--- config.mk ---
export PLATFORM = sky130hd
export DESIGN_NAME = mem_port_arbiter
export DESIGN_NICKNAME = d
export VERILOG_FILES = /design/src/rtl/mem_port_arbiter.sv
export SDC_FILE = /design/constraint.sdc
export NUM_CORES = 1
export LEC_CHECK = 0
export ABC_AREA = 1
export CORE_ASPECT_RATIO = 1.75
export CORE_MARGIN = 10
export CORE_UTILIZATION = 43
export DETAILED_ROUTE_END_ITERATION = 6
export GPL_ROUTABILITY_DRIVEN = 0
export PLACE_DENSITY = 0.85
export SYNTH_ARGS = -nofsm -noshare
export SYNTH_HDL_FRONTEND = slang
export SYNTH_SLANG_ARGS = --single-unit
export TNS_END_PERCENT = 10
--- constraint.sdc ---
create_clock -name clk_i -period 2.2 [get_ports clk_i]
set_input_delay 0.22 -clock clk_i [delete_from_list [all_inputs] [get_ports clk_i]]
set_output_delay 0.22 -clock clk_i [all_outputs]
set_load 0.02 [all_outputs]
--- src/rtl/mem_port_arbiter.sv ---
// Arbitrates one single-ported memory between instruction fetch and data access.
// Data has priority; a starvation counter forces a waiting fetch through.
module mem_port_arbiter #(
   parameter int ADDR_W       = 32,
   parameter int DATA_W       = 32,
   parameter int STARVE_LIMIT = 4,
   parameter int TIMEOUT      = 16
) (
   input  logic                clk_i,
   input  logic                rst_i,
   input  logic                if_req_i,
   input  logic [ADDR_W-1:0]   if_addr_i,
   input  logic                if_flush_i,
   output logic                if_gnt_o,
   output logic                if_valid_o,
   output logic [DATA_W-1:0]   if_rdata_o,
   input  logic                d_req_i,
   input  logic                d_we_i,
   input  logic [ADDR_W-1:0]   d_addr_i,
   input  logic [DATA_W-1:0]   d_wdata_i,
   input  logic [DATA_W/8-1:0] d_be_i,
   output logic                d_gnt_o,
   output logic                d_valid_o,
   output logic [DATA_W-1:0]   d_rdata_o,
   output logic                mem_req_o,
   output logic                mem_we_o,
   output logic [ADDR_W-1:0]   mem_addr_o,
   output logic [DATA_W-1:0]   mem_wdata_o,
   output logic [DATA_W/8-1:0] mem_be_o,
   input  logic                mem_ready_i,
   input  logic [DATA_W-1:0]   mem_rdata_i,
   output logic                err_o
);

   localparam int BE_W = DATA_W / 8;
   localparam int SW   = $clog2(STARVE_LIMIT + 1);
   localparam int TW   = $clog2(TIMEOUT + 1);

   typedef enum logic [1:0] {
      S_IDLE,
      S_BUSY_D,
      S_BUSY_IF
   } state_t;

   state_t              r_state;
   state_t              w_next;
   logic [SW-1:0]       r_starve;
   logic [TW-1:0]       r_tcnt;
   logic                r_drop;
   logic                r_we;
   logic [ADDR_W-1:0]   r_addr;
   logic [DATA_W-1:0]   r_wdata;
   logic [BE_W-1:0]     r_be;
   logic                r_d_valid;
   logic                r_if_valid;
   logic                r_err;
   logic [DATA_W-1:0]   r_d_rdata;
   logic [DATA_W-1:0]   r_if_rdata;

   logic w_idle;
   logic w_busy;
   logic w_d_gnt;
   logic w_if_gnt;
   logic w_tout;
   logic w_done;
   logic w_drop;

   assign w_idle   = (r_state == S_IDLE);
   assign w_busy   = ~w_idle;
   assign w_d_gnt  = w_idle & d_req_i
                   & ~(if_req_i & (r_starve == SW'(STARVE_LIMIT)));
   assign w_if_gnt = w_idle & if_req_i & ~w_d_gnt;
   // A completion in the same cycle as the last allowed wait wins over abort
   assign w_tout   = w_busy & ~mem_ready_i & (r_tcnt == TW'(TIMEOUT - 1));
   assign w_done   = w_busy & (mem_ready_i | w_tout);
   assign w_drop   = r_drop | ((r_state == S_BUSY_IF) & if_flush_i);

   always_comb begin
      w_next = r_state;
      unique case (r_state)
         S_IDLE: begin
            if (w_d_gnt)
               w_next = S_BUSY_D;
            else if (w_if_gnt)
               w_next = S_BUSY_IF;
         end
         S_BUSY_D,
         S_BUSY_IF: begin
            if (w_done)
               w_next = S_IDLE;
         end
         default: w_next = S_IDLE;
      endcase
   end

   always_ff @(posedge clk_i) begin
      if (rst_i)
         r_state <= S_IDLE;
      else
         r_state <= w_next;
   end

   always_ff @(posedge clk_i) begin
      if (rst_i) begin
         r_starve <= '0;
         r_tcnt   <= '0;
         r_drop   <= 1'b0;
         r_we     <= 1'b0;
         r_addr   <= '0;
         r_wdata  <= '0;
         r_be     <= '0;
      end else if (w_idle) begin
         r_tcnt <= '0;
         r_drop <= w_if_gnt & if_flush_i;
         if (w_if_gnt | ~if_req_i)
            r_starve <= '0;
         else if (w_d_gnt && r_starve != SW'(STARVE_LIMIT))
            r_starve <= r_starve + SW'(1);
         if (w_d_gnt) begin
            r_we    <= d_we_i;
            r_addr  <= d_addr_i;
            r_wdata <= d_wdata_i;
            r_be    <= d_be_i;
         end else if (w_if_gnt) begin
            r_we    <= 1'b0;
            r_addr  <= if_addr_i;
            r_wdata <= '0;
            r_be    <= '1;
         end
      end else begin
         r_drop <= w_drop;
         if (!mem_ready_i)
            r_tcnt <= r_tcnt + TW'(1);
      end
   end

   always_ff @(posedge clk_i) begin
      if (rst_i) begin
         r_d_valid  <= 1'b0;
         r_if_valid <= 1'b0;
         r_err      <= 1'b0;
         r_d_rdata  <= '0;
         r_if_rdata <= '0;
      end else begin
         r_d_valid  <= 1'b0;
         r_if_valid <= 1'b0;
         r_err      <= 1'b0;
         if (w_done) begin
            r_err <= w_tout;
            if (r_state == S_BUSY_D) begin
               r_d_valid <= 1'b1;
               r_d_rdata <= (w_tout | r_we) ? '0 : mem_rdata_i;
            end else if (!w_drop) begin
               r_if_valid <= 1'b1;
               r_if_rdata <= w_tout ? '0 : mem_rdata_i;
            end
         end
      end
   end

   assign d_gnt_o     = w_d_gnt;
   assign if_gnt_o    = w_if_gnt;
   assign mem_req_o   = w_busy;
   assign mem_we_o    = r_we;
   assign mem_addr_o  = r_addr;
   assign mem_wdata_o = r_wdata;
   assign mem_be_o    = r_be;
   assign d_valid_o   = r_d_valid;
   assign d_rdata_o   = r_d_rdata;
   assign if_valid_o  = r_if_valid;
   assign if_rdata_o  = r_if_rdata;
   assign err_o       = r_err;

endmodule

### Yosys cells after proc, flatten, opt, wreduce, memory -nomap -nowiden

Cells that the tools add are included.
Widths: inputs -> output; s select.

* bitwise gates (word level): 22
* muxes and demuxes: 19
* divide/modulo/power cells: 0
* reduce and logical (&&, ||, !) cells: 13
* $lt $le $gt $ge: 0
* shifts and indexed selects: 0
* add/subtract/negate cells: 2
* equality and inequality tests: 7
* $mul: 0

Operators by type and width (count)
* $mux 32: 6
* $and 1x1->1: 10
* $mux 4: 2
* $not 1->1: 8
* $reduce_and 2->1: 4
* $mux 2: 3
* $mux 3: 2
* $reduce_or 2->1: 3
* $add 5x1->5 const B: 1
* $eq 5x4->1 const B: 1
* $mux 1: 5
* $or 1x1->1: 4
* $pmux 2 s2: 1
* $reduce_bool 2->1: 2
* $add 3x1->3 const B: 1
* $eq 3x3->1 const B: 1
* $ne 3x1->1 const B: 1
* $ne 3x3->1 const B: 1
* $reduce_and 3->1: 1
* $reduce_or 3->1: 1
* $eq 2x1->1 const B: 1
* $eq 2x2->1 const B: 1
* $logic_not 2->1: 1
* $ne 2x2->1 const B: 1
* $logic_and 1x1->1: 1

* latch bits: 0
* bits of input ports: 139
* RAM bits: 0
* memories: 0
* word-level logic and storage cells: 76
* bits in registers: 147
* output and inout port bits: 139
* ROM bits: 0

### Depth between registers and ports, before layout

Gate-level depths: netlist (run 1).

* depth in word-level cells: 9
* mapped depth: 12
* gate-level depth less buffers: 11

### Least setup slack after synthesis (run 1)

OpenSTA, ideal clock, no wires.

* path type: reg2reg
* start point: reg r_state[0]
* end point: reg r_drop
* data arrival time: 1.479 ns
* buffers on the path: 1
* setup time: 0.060 ns
* path slack: 0.661 ns
* cell stages (with the launch flop): 11
* data required time: 2.140 ns
* period minus slack after synthesis: 1.539 ns
* cells stage by stage: dfxtp_1 > inv_1 > ha_1 > buf_6 > nand2_1 > inv_2 > nand2_2 > inv_2 > nor2_1 > nand3_1 > nand2_1

* longest elaborated chain between the ends: 7
* elaborated cells between the ends (all ways): 11
* those cells by class: eq/ne (1); mux (1); bitwise (8); reduce/logical (1)

Ends and longest elaborated chain
* start: declaration: RTL line 45 `state_t r_state;`
* start signal: assignment: RTL line 100 `r_state <= w_next;`
* $logic_not 2->1 *: RTL line 68 `assign w_idle = (r_state == S_IDLE);`
* $and 1x1->1: RTL line 70 `assign w_d_gnt = w_idle & d_req_i`
* $and 1x1->1: RTL line 71 `& ~(if_req_i & (r_starve == SW'(STARVE_LIMIT)));`
* $not 1->1: RTL line 72 `assign w_if_gnt = w_idle & if_req_i & ~w_d_gnt;`
* $and 1x1->1 *: RTL line 72
* named net if_gnt_o: RTL line 14 `output logic if_gnt_o,`
* $and 1x1->1 *: RTL line 114 `r_drop <= w_if_gnt & if_flush_i;`
* $mux 1 *: RTL line 112 `end else if (w_idle) begin`
* end signal: assignment: RTL line 114
* end signal: assignment: RTL line 131 `r_drop <= w_drop;`
* end: declaration: RTL line 49 `logic r_drop;`

The timed path passes the listed nets; every way through them passes the cells marked *.
A chain may end at the register's enable or synchronous reset.

### Final worst setup path (run 1)

* start point: reg r_state[0]
* end point: out if_gnt_o

* longest elaborated chain between the ends: 5
* elaborated cells between the ends (all ways): 6
* those cells by class: bitwise (5); reduce/logical (1)

Ends and longest elaborated chain (RTL line)
* $logic_not 2->1 *: 68
* $and 1x1->1: 70
* $and 1x1->1: 71
* $not 1->1: 72
* $and 1x1->1 *: 72
* end: declaration: 14

Mark *: on every way between the ends. The rest lies on a longest branch, timed or not.

==> results of run 1 <==
[path summary, 6_finish.rpt]
path | start | endpoint
hold reg to reg | r_tcnt[3] | r_tcnt[3]
setup reg to reg | r_state[0] | if_rdata_o[3]
setup / recovery | r_state[0] | if_gnt_o
hold / removal | rst_i | r_state[1]
[placed cells by master (no fill, tap or decap), types with 7 or more instances in the layout]
master             n
clkbuf_16         17
nand3_1           67
o21ai_0           15
inv_1             56
nand4_1           32
nand2_1          246
a21oi_1           74
dfxtp_1          147
ha_1               7
nor2_1            90
o21a_1            32
buf_4             18
or2_2             24
or2_0              8
clkdlybuf4s50_1  273
[where the power goes]
part	switching [mW]	total, mW	internal, mW
Combinational	1.54	2.75	1.21
Clock	1.22	2.82	1.59
Sequential	0.161	3.15	2.99
[state kept, by name (all words and copies together) (netlist names)]
register     count
d_rdata_o       32
if_rdata_o      32
mem_addr_o      32
mem_wdata_o     32
r_tcnt           5
mem_be_o         4
r_starve         3
r_state          2
d_valid_o        1
err_o            1
if_valid_o       1
mem_we_o         1
r_drop           1
[critical path, stage by stage (launching register included)]
cell and delay [ns]:
dfxtp_1 0.35, inv_1 0.07, ha_1 0.22, nand2_1 0.08, inv_2 0.04, nand2_2 0.07
inv_2 0.05, nor2_1 0.12, dlygate4sd2_1 0.38
[kinds of logic after synthesis]
group	after synthesis
and+or+nand+nor	474
DFF	147
AOI/OAI and AO/OA	128
buffers and inverters	128
adders and majority gates	7
[final cells by class]
cell class	count	area, sq um
clock buffer	17	425
clock inverter	15	149
fill	1281	4910
inverter	63	238
multi-input combinational	609	2890
sequential	147	2940
tap	183	229
timing repair buffer	299	2980
[metal layers]
metal / GRT usage (%) / vias up
met5: 0 / -
met4: 8.26 / 0
met3: 5.64 / 38
met2: 37.0 / 206
met1: 20.4 / 2913
li1: - / 3333
[what timing repair did]
item	CTS	global route
setup endpoints to repair	3	0
hold endpoints to repair	0	0
gates resized for setup	3	0
[stage by stage]
stage / utilization, % / cell area [sq um] / power, mW / hold WS [ns]
2_1_floorplan: - / 6420 / 4.77 / 0.354
3_3_place_gp: 62.9 / 9280 / 5.95 / 0.435
3_5_place_dp: 62.9 / 9280 / 5.99 / 0.443
4_1_cts: 66.7 / 9850 / 8.80 / 0.0702
5_1_grt: 66.7 / 9850 / 9.17 / 0.0702
6_report: 66.7 / 9850 / 8.72 / 0.0786
==> results.toml, run 1 <==
[global_route]
grt_pass1_vias = 6410
track_usage_pct = 20.1
grt_pass1_wl_microns = 33800
antenna_found_initial = 0
grt_max_degree = 72
overflow = 0

[power]
p_per_area_nw_per_um2 = 885
vdd_drop_max_mv = 0.510
p_leak_nw = 4.08

[synthesis]
synth_seq_area_share_pct = 45.8
synth_warnings = 0
synth.net_count = 1030
synth_top_family_by_area = "simple AND/OR/NAND/NOR gates"
synth_xor_area_share_pct = 0
synth_simple_gate_area_share_pct = 32.1
synth_fa_ha_area_share_pct = 1.36
synth_ff_type = "dfxtp_1"
avgSynthCellArea_sq_um = 7.27
synth-edff-count = 0
synthCells = 884
synth_cell_type_count = 26
synth_area_sq_um = 6420
yosysMostFrequentCell = "nand2_1"
synth-async-reset-ratio_pct = 0
synthTopCellsByCount = "nand2_1 (246), dfxtp_1 (147), nor2_1 (90)"
synth_mux_area_share_pct = 0
synth_compound_area_share_pct = 11.5
synth_area_leaders = "dfxtp_1 (46%), nand2_1 (14%), a21oi_1 (5.8%), nor2_1 (5.3%), nand3_1 (5.2%)"
ys_ff_latch = 147
synth_top_cell_by_area = "dfxtp_1"
synth_top_area_share_pct = 45.8

[setup_path]
r2r_setup_slack_ns = 0.32
crit_required_ns = 1.98
r2r_cells = 10
worstPathArrival_ns = 1.78
path_max_fanout = 3
path_class = "reg -> out"
start_kind = "flip-flop"
endpoint_kind = "output port"

[sta]
period_share_pct = 90.7
setup_tns_ns = 0
maxSlewHeadroom_pct = 47.7
report.final.slew_viol_count = 0
fin_crit_ns = 2.00
max_freq_mhz = 501
finClkSkew_ns = 0.0140
setup_viol = 0
worst_pin_slew_ns = 0.784
hold_viol = 0
setup_ws_ns = 0.204
rsz0062_at_grt = "no"

[flow_run]
maxCapViolations = 0

[route]
ant_nets = 0
drt_wl_total_microns = 21000
top_layer = "met4"
met3WireLength_microns = 1300
route.met2.wl_microns = 11400
vias = 6490
drtIter0Drc = 242
drt-pass1-iter-count = 5
drc = 0
avgViaCountPerCell = 4.87
avgRoutedWirePerCell_microns = 15.7
wl_met1_microns = 7660

[clock_tree]
numCtsBuffers = 17
cts.path.max_buffers = 2
clk_pin_slew_ns = 0.06
post_cts_buffers = 0
clock_sinks = 147
cts_hold_buf = 0
htree_num_levels = 4
tritoncts = "yes"
clockRootBuffer = "clkbuf_16"
clock_latency_ns = 0.41

[placed_design]
hpwl_microns = 16000
port-buffer-count = 277
post-place-ws_ns = 0.220
dpl.cell_count = 1301

[min_path]
min_path_type = "in -> reg"
holdPathStages = 2

[floorplan]
die-area_sq_um = 20400
fp.dieW_microns = 112
fp-row-count = 59
start_util_pct = 43.5
die-height_microns = 182
ios = 278
coreArea_sq_um = 14800

[outcome]
outcome = "complete, no violations"

[finish]
final_cells = 1333
area_delta_synth_final_pct = 53.4
antenna_cells = 0
drive_gt1_share_pct = 8.00
nets = 1283
No activity file was read; power rests on OpenSTA's default activity.
==> inputs of run 2 (changes only) <==
Settings changed: MAX_ROUTING_LAYER from default to met4.
==> results.toml, run 2 (synthesis gave the netlist of run 1 again) <==
[finish]
nets = 1283
antenna_cells = 0
final_cells = 1333
drive_gt1_share_pct = 8.00
post-route-cell-area_sq_um = 9850
area_delta_synth_final_pct = 53.4
mostFrequentLayoutCells = "clkdlybuf4s50_1 (273), nand2_1 (246), dfxtp_1 (147)"
final_common_cell = "clkdlybuf4s50_1"

[setup_path]
cp_common_cell = "inv_2"
cp_slowest_stage_delay_ns = 0.37
endpoint_kind = "output port"
timing.rr.start = "r_state[0]"
crit_required_ns = 1.98
r2r_setup_slack_ns = 0.34
crit_chain = "inv_1 -> ha_1 -> nand2_1 -> inv_2 -> nand2_2 -> inv_2 -> nor2_1 -> dlygate4sd2_1"
r2r_cells = 10
worstPathArrival_ns = 1.76
path_max_fanout = 3
path_class = "reg -> out"
r2r_end = "if_rdata_o[3]"
start_kind = "flip-flop"
slowest_stage = "dlygate4sd2_1"

[sta]
hold_viol = 0
setup_ws_ns = 0.223
report.final.slew_viol_count = 0
rsz0062_at_grt = "no"
setup_tns_ns = 0
max_freq_mhz = 506
maxSlewHeadroom_pct = 47.8
fin_crit_ns = 1.98
finClkSkew_ns = 0.0145
worst_pin_slew_ns = 0.783
period_share_pct = 89.9
setup_viol = 0

[outcome]
outcome = "complete, no violations"

[power]
combPwrFrac_pct = 31.5
vdd_drop_max_mv = 0.511
p_sw_mw = 2.92
p_per_area_nw_per_um2 = 885
switching_share_pct = 33.5
clockPowerShare_pct = 32.4
p_leak_nw = 4.08
p_seq_share_pct = 36.2
internal_power_mw = 5.80

[placed_design]
post-place-ws_ns = 0.220
place_area_sq_um = 9280
dpl.cell_count = 1301
hpwl_microns = 16000
port-buffer-count = 277

[global_route]
track_usage_pct = 20.6
grt_pass1_vias = 6444
grt_pass1_wl_microns = 33700
grt_max_degree = 72
antenna_found_initial = 0
overflow = 0

[min_path]
min_path_type = "in -> reg"
whs_endpoint = "r_state[1]"
min_from = "rst_i"
holdPathStages = 2

[clock_tree]
numCtsBuffers = 17
htree_num_levels = 4
post_cts_buffers = 0
clk_pin_slew_ns = 0.06
clock_latency_ns = 0.41
clock_sinks = 147
cts.path.max_buffers = 2
clockRootBuffer = "clkbuf_16"
tritoncts = "yes"

[route]
drc = 0
avgViaCountPerCell = 4.89
drtIter0Drc = 248
ant_nets = 0
drt-pass1-iter-count = 7
drt_wl_total_microns = 21000
avgRoutedWirePerCell_microns = 15.8
vias = 6518

[floorplan]
fp-row-count = 59
die-area_sq_um = 20400
ios = 278
coreArea_sq_um = 14800
fp.dieW_microns = 112
die-height_microns = 182
start_util_pct = 43.5

[flow_run]
maxCapViolations = 0
run 2: area by class of cell:
type                            count  area, sq um
Inverter                           63          238
Clock inverter                     15          149
Sequential cell                   147         2940
Clock buffer                       17          425
Timing Repair Buffer              299         2980
Fill cell                        1281         4910
Multi-Input combinational cell    609         2890
Tap cell                          183          229
run 2: critical path, delay by kind of cell (launching register included):
| kind | cells | cell delay [ns] |
|---|---|---|
| adder cells (fa/ha/maj) | 1 | 0.21 |
| buffers and inverters | 4 | 0.53 |
| flip-flops | 1 | 0.35 |
| AND/OR/NAND/NOR | 3 | 0.25 |
run 2: per-stage QoR:
step / hold slack [ns] / util [%] / power (mW)
2_1_floorplan: 0.354 / - / 4.77
3_3_place_gp: 0.435 / 62.9 / 5.95
3_5_place_dp: 0.443 / 62.9 / 5.99
4_1_cts: 0.0702 / 66.7 / 8.80
5_1_grt: 0.0707 / 66.7 / 9.17
6_report: 0.0791 / 66.7 / 8.72
run 2: worst max path at each step:
stage	endpoint	startpoint	slack (ns)
finish	if_gnt_o	r_state[0]	0.22
global route	if_gnt_o	r_state[0]	0.05
CTS	if_gnt_o	r_state[0]	0.19
detailed placement	d_gnt_o	d_req_i	0.22
global placement	if_gnt_o	if_req_i	0.24
floorplan	r_drop	r_state[0]	0.66
run 2: routing by layer:
| metal | global-route usage, % | routed length (microns) |
|---|---|---|
| met5 | - | 0 |
| met1 | 20.3 | 7700 |
| met2 | 37.1 | 11300 |
| met3 | 5.64 | 1330 |
| met4 | 8.41 | 651 |
run 2: what timing repair did:
action	4_1_cts	5_1_grt
setup endpoints to repair	3	0
gates resized for setup	3	0
hold buffers	0	0
run 2: power groups by stage:
stage          combinational [mW]  clock, mW  sequential [mW]
4_1_cts                      2.77       2.87             3.16
2_1_floorplan                1.18          0             3.59
5_1_grt                      2.99       2.98             3.19
3_5_place_dp                 2.77          0             3.22
3_3_place_gp                 2.75          0             3.20
6_report                     2.74       2.82             3.15
==> inputs of run 3 (changes only) <==
Settings changed: SETUP_SLACK_MARGIN from default to 0.15.
==> results.toml, run 3 (synthesis gave the netlist of run 1 again) <==
[clock_tree]
clock_sinks = 147
tritoncts = "yes"
cts_hold_buf = 0
numCtsBuffers = 17
htree_num_levels = 4
clk_pin_slew_ns = 0.06
clock_latency_ns = 0.41
cts.path.max_buffers = 2
clockRootBuffer = "clkbuf_16"

[flow_run]
maxCapViolations = 0

[route]
drtIter0Drc = 248
drt-pass1-iter-count = 7
avgRoutedWirePerCell_microns = 15.8
avgViaCountPerCell = 4.89
vias = 6516
drc = 0
drt_wl_total_microns = 21000
ant_nets = 0

[power]
combPwrFrac_pct = 31.4
clockPowerShare_pct = 32.4
switching_share_pct = 33.5
p_seq_share_pct = 36.2
p_leak_nw = 4.08
p_per_area_nw_per_um2 = 885
finalPower_mw = 8.72
vdd_drop_max_mv = 0.511
internal_power_mw = 5.80
p_sw_mw = 2.92

[setup_path]
start_kind = "flip-flop"
cp_slowest_stage_delay_ns = 0.39
cp_num_buf_inv = 4
path_delay_family = "buffers and inverters"
path_class = "reg -> out"
slowest_stage = "dlygate4sd2_1"
worstPathArrival_ns = 1.70
endpoint_kind = "output port"
crit_chain = "inv_1 -> ha_1 -> buf_4 -> clkinv_2 -> dlygate4sd2_1"
crit_required_ns = 1.98
path_max_fanout = 9

[finish]
multiInputGateArea_sq_um = 2890
drive_gt1_share_pct = 8.09
mostFrequentLayoutCells = "clkdlybuf4s50_1 (273), nand2_1 (246), dfxtp_1 (147)"
post-route-cell-area_sq_um = 9850
nets = 1283
fin_util_pct = 66.7
area_delta_synth_final_pct = 53.3
antenna_cells = 0
nFillCells = 1280
final_cells = 1333
regArea_sq_um = 2940
final_common_cell = "clkdlybuf4s50_1"

[sta]
max_freq_mhz = 522
report.final.slew_viol_count = 0
worst_pin_slew_ns = 0.783
setup_viol = 0
finClkSkew_ns = 0.0145
rsz0062_at_grt = "yes"
period_share_pct = 87.1
setup_tns_ns = 0
hold_viol = 0
fin_crit_ns = 1.92
maxSlewHeadroom_pct = 47.8

[global_route]
antenna_found_initial = 0
grt_max_degree = 72
grt_pass1_wl_microns = 33700
grt_pass1_vias = 6444
overflow = 0
track_usage_pct = 20.6

[placed_design]
place_area_sq_um = 9280
hpwl_microns = 16000
port-buffer-count = 277
dpl.cell_count = 1301

[floorplan]
fp.dieW_microns = 112
fp-row-count = 59
die-height_microns = 182
ios = 278
die-area_sq_um = 20400
coreArea_sq_um = 14800
start_util_pct = 43.5

[outcome]
outcome = "complete, no violations"

[min_path]
min_path_type = "in -> reg"
## run 3: area by class of cell
| class | instances | area share, % |
|---|---|---|
| inverters | 63 | 2.41 |
| clock buffers | 17 | 4.32 |
| flip-flops and latches | 147 | 29.9 |
| repair buffers | 299 | 30.2 |
| clock inverters | 15 | 1.51 |
| well taps | 183 | 2.32 |
| multi-input cells | 609 | 29.3 |
## run 3: final timing paths
check,startpoint,end,slack [ns],depth (start not counted)
worst min-delay path,rst_i,r_state[1],0.08,2
worst max-delay path,r_state[0],mem_req_o,0.28,5
worst max register to register,r_state[0],if_rdata_o[3],0.34,10
worst min register to register,r_tcnt[3],r_tcnt[3],0.45,1
## run 3: repair_timing
item	in CTS	in global routing
resized for setup	3	2
buffers inserted	0	0
pin swaps	0	0
setup endpoints to repair	3	8
## run 3: power by group through the flow
stage	sequential (mW)	clock (mW)	combinational (mW)
6_report	3.15	2.82	2.74
5_1_grt	3.19	2.98	2.99
4_1_cts	3.16	2.87	2.77
3_5_place_dp	3.22	0	2.77
3_3_place_gp	3.20	0	2.75
2_1_floorplan	3.59	0	1.18
## run 3: layer usage
metal	part of all wire [%]	track usage, %	vias up
met5	0	-	-
met4	3.1	8.41	0
met3	6.3	5.64	40
met2	54	37.1	212
met1	37	20.3	2934
li1	-	-	3330
## run 3: through the flow
| step | setup WS (ns) | hold slack (ns) |
|---|---|---|
| 2_1_floorplan | 0.661 | 0.354 |
| 3_3_place_gp | 0.237 | 0.435 |
| 3_5_place_dp | 0.220 | 0.443 |
| 4_1_cts | 0.186 | 0.0702 |
| 5_1_grt | 0.111 | 0.0707 |
| 6_report | 0.285 | 0.0791 |
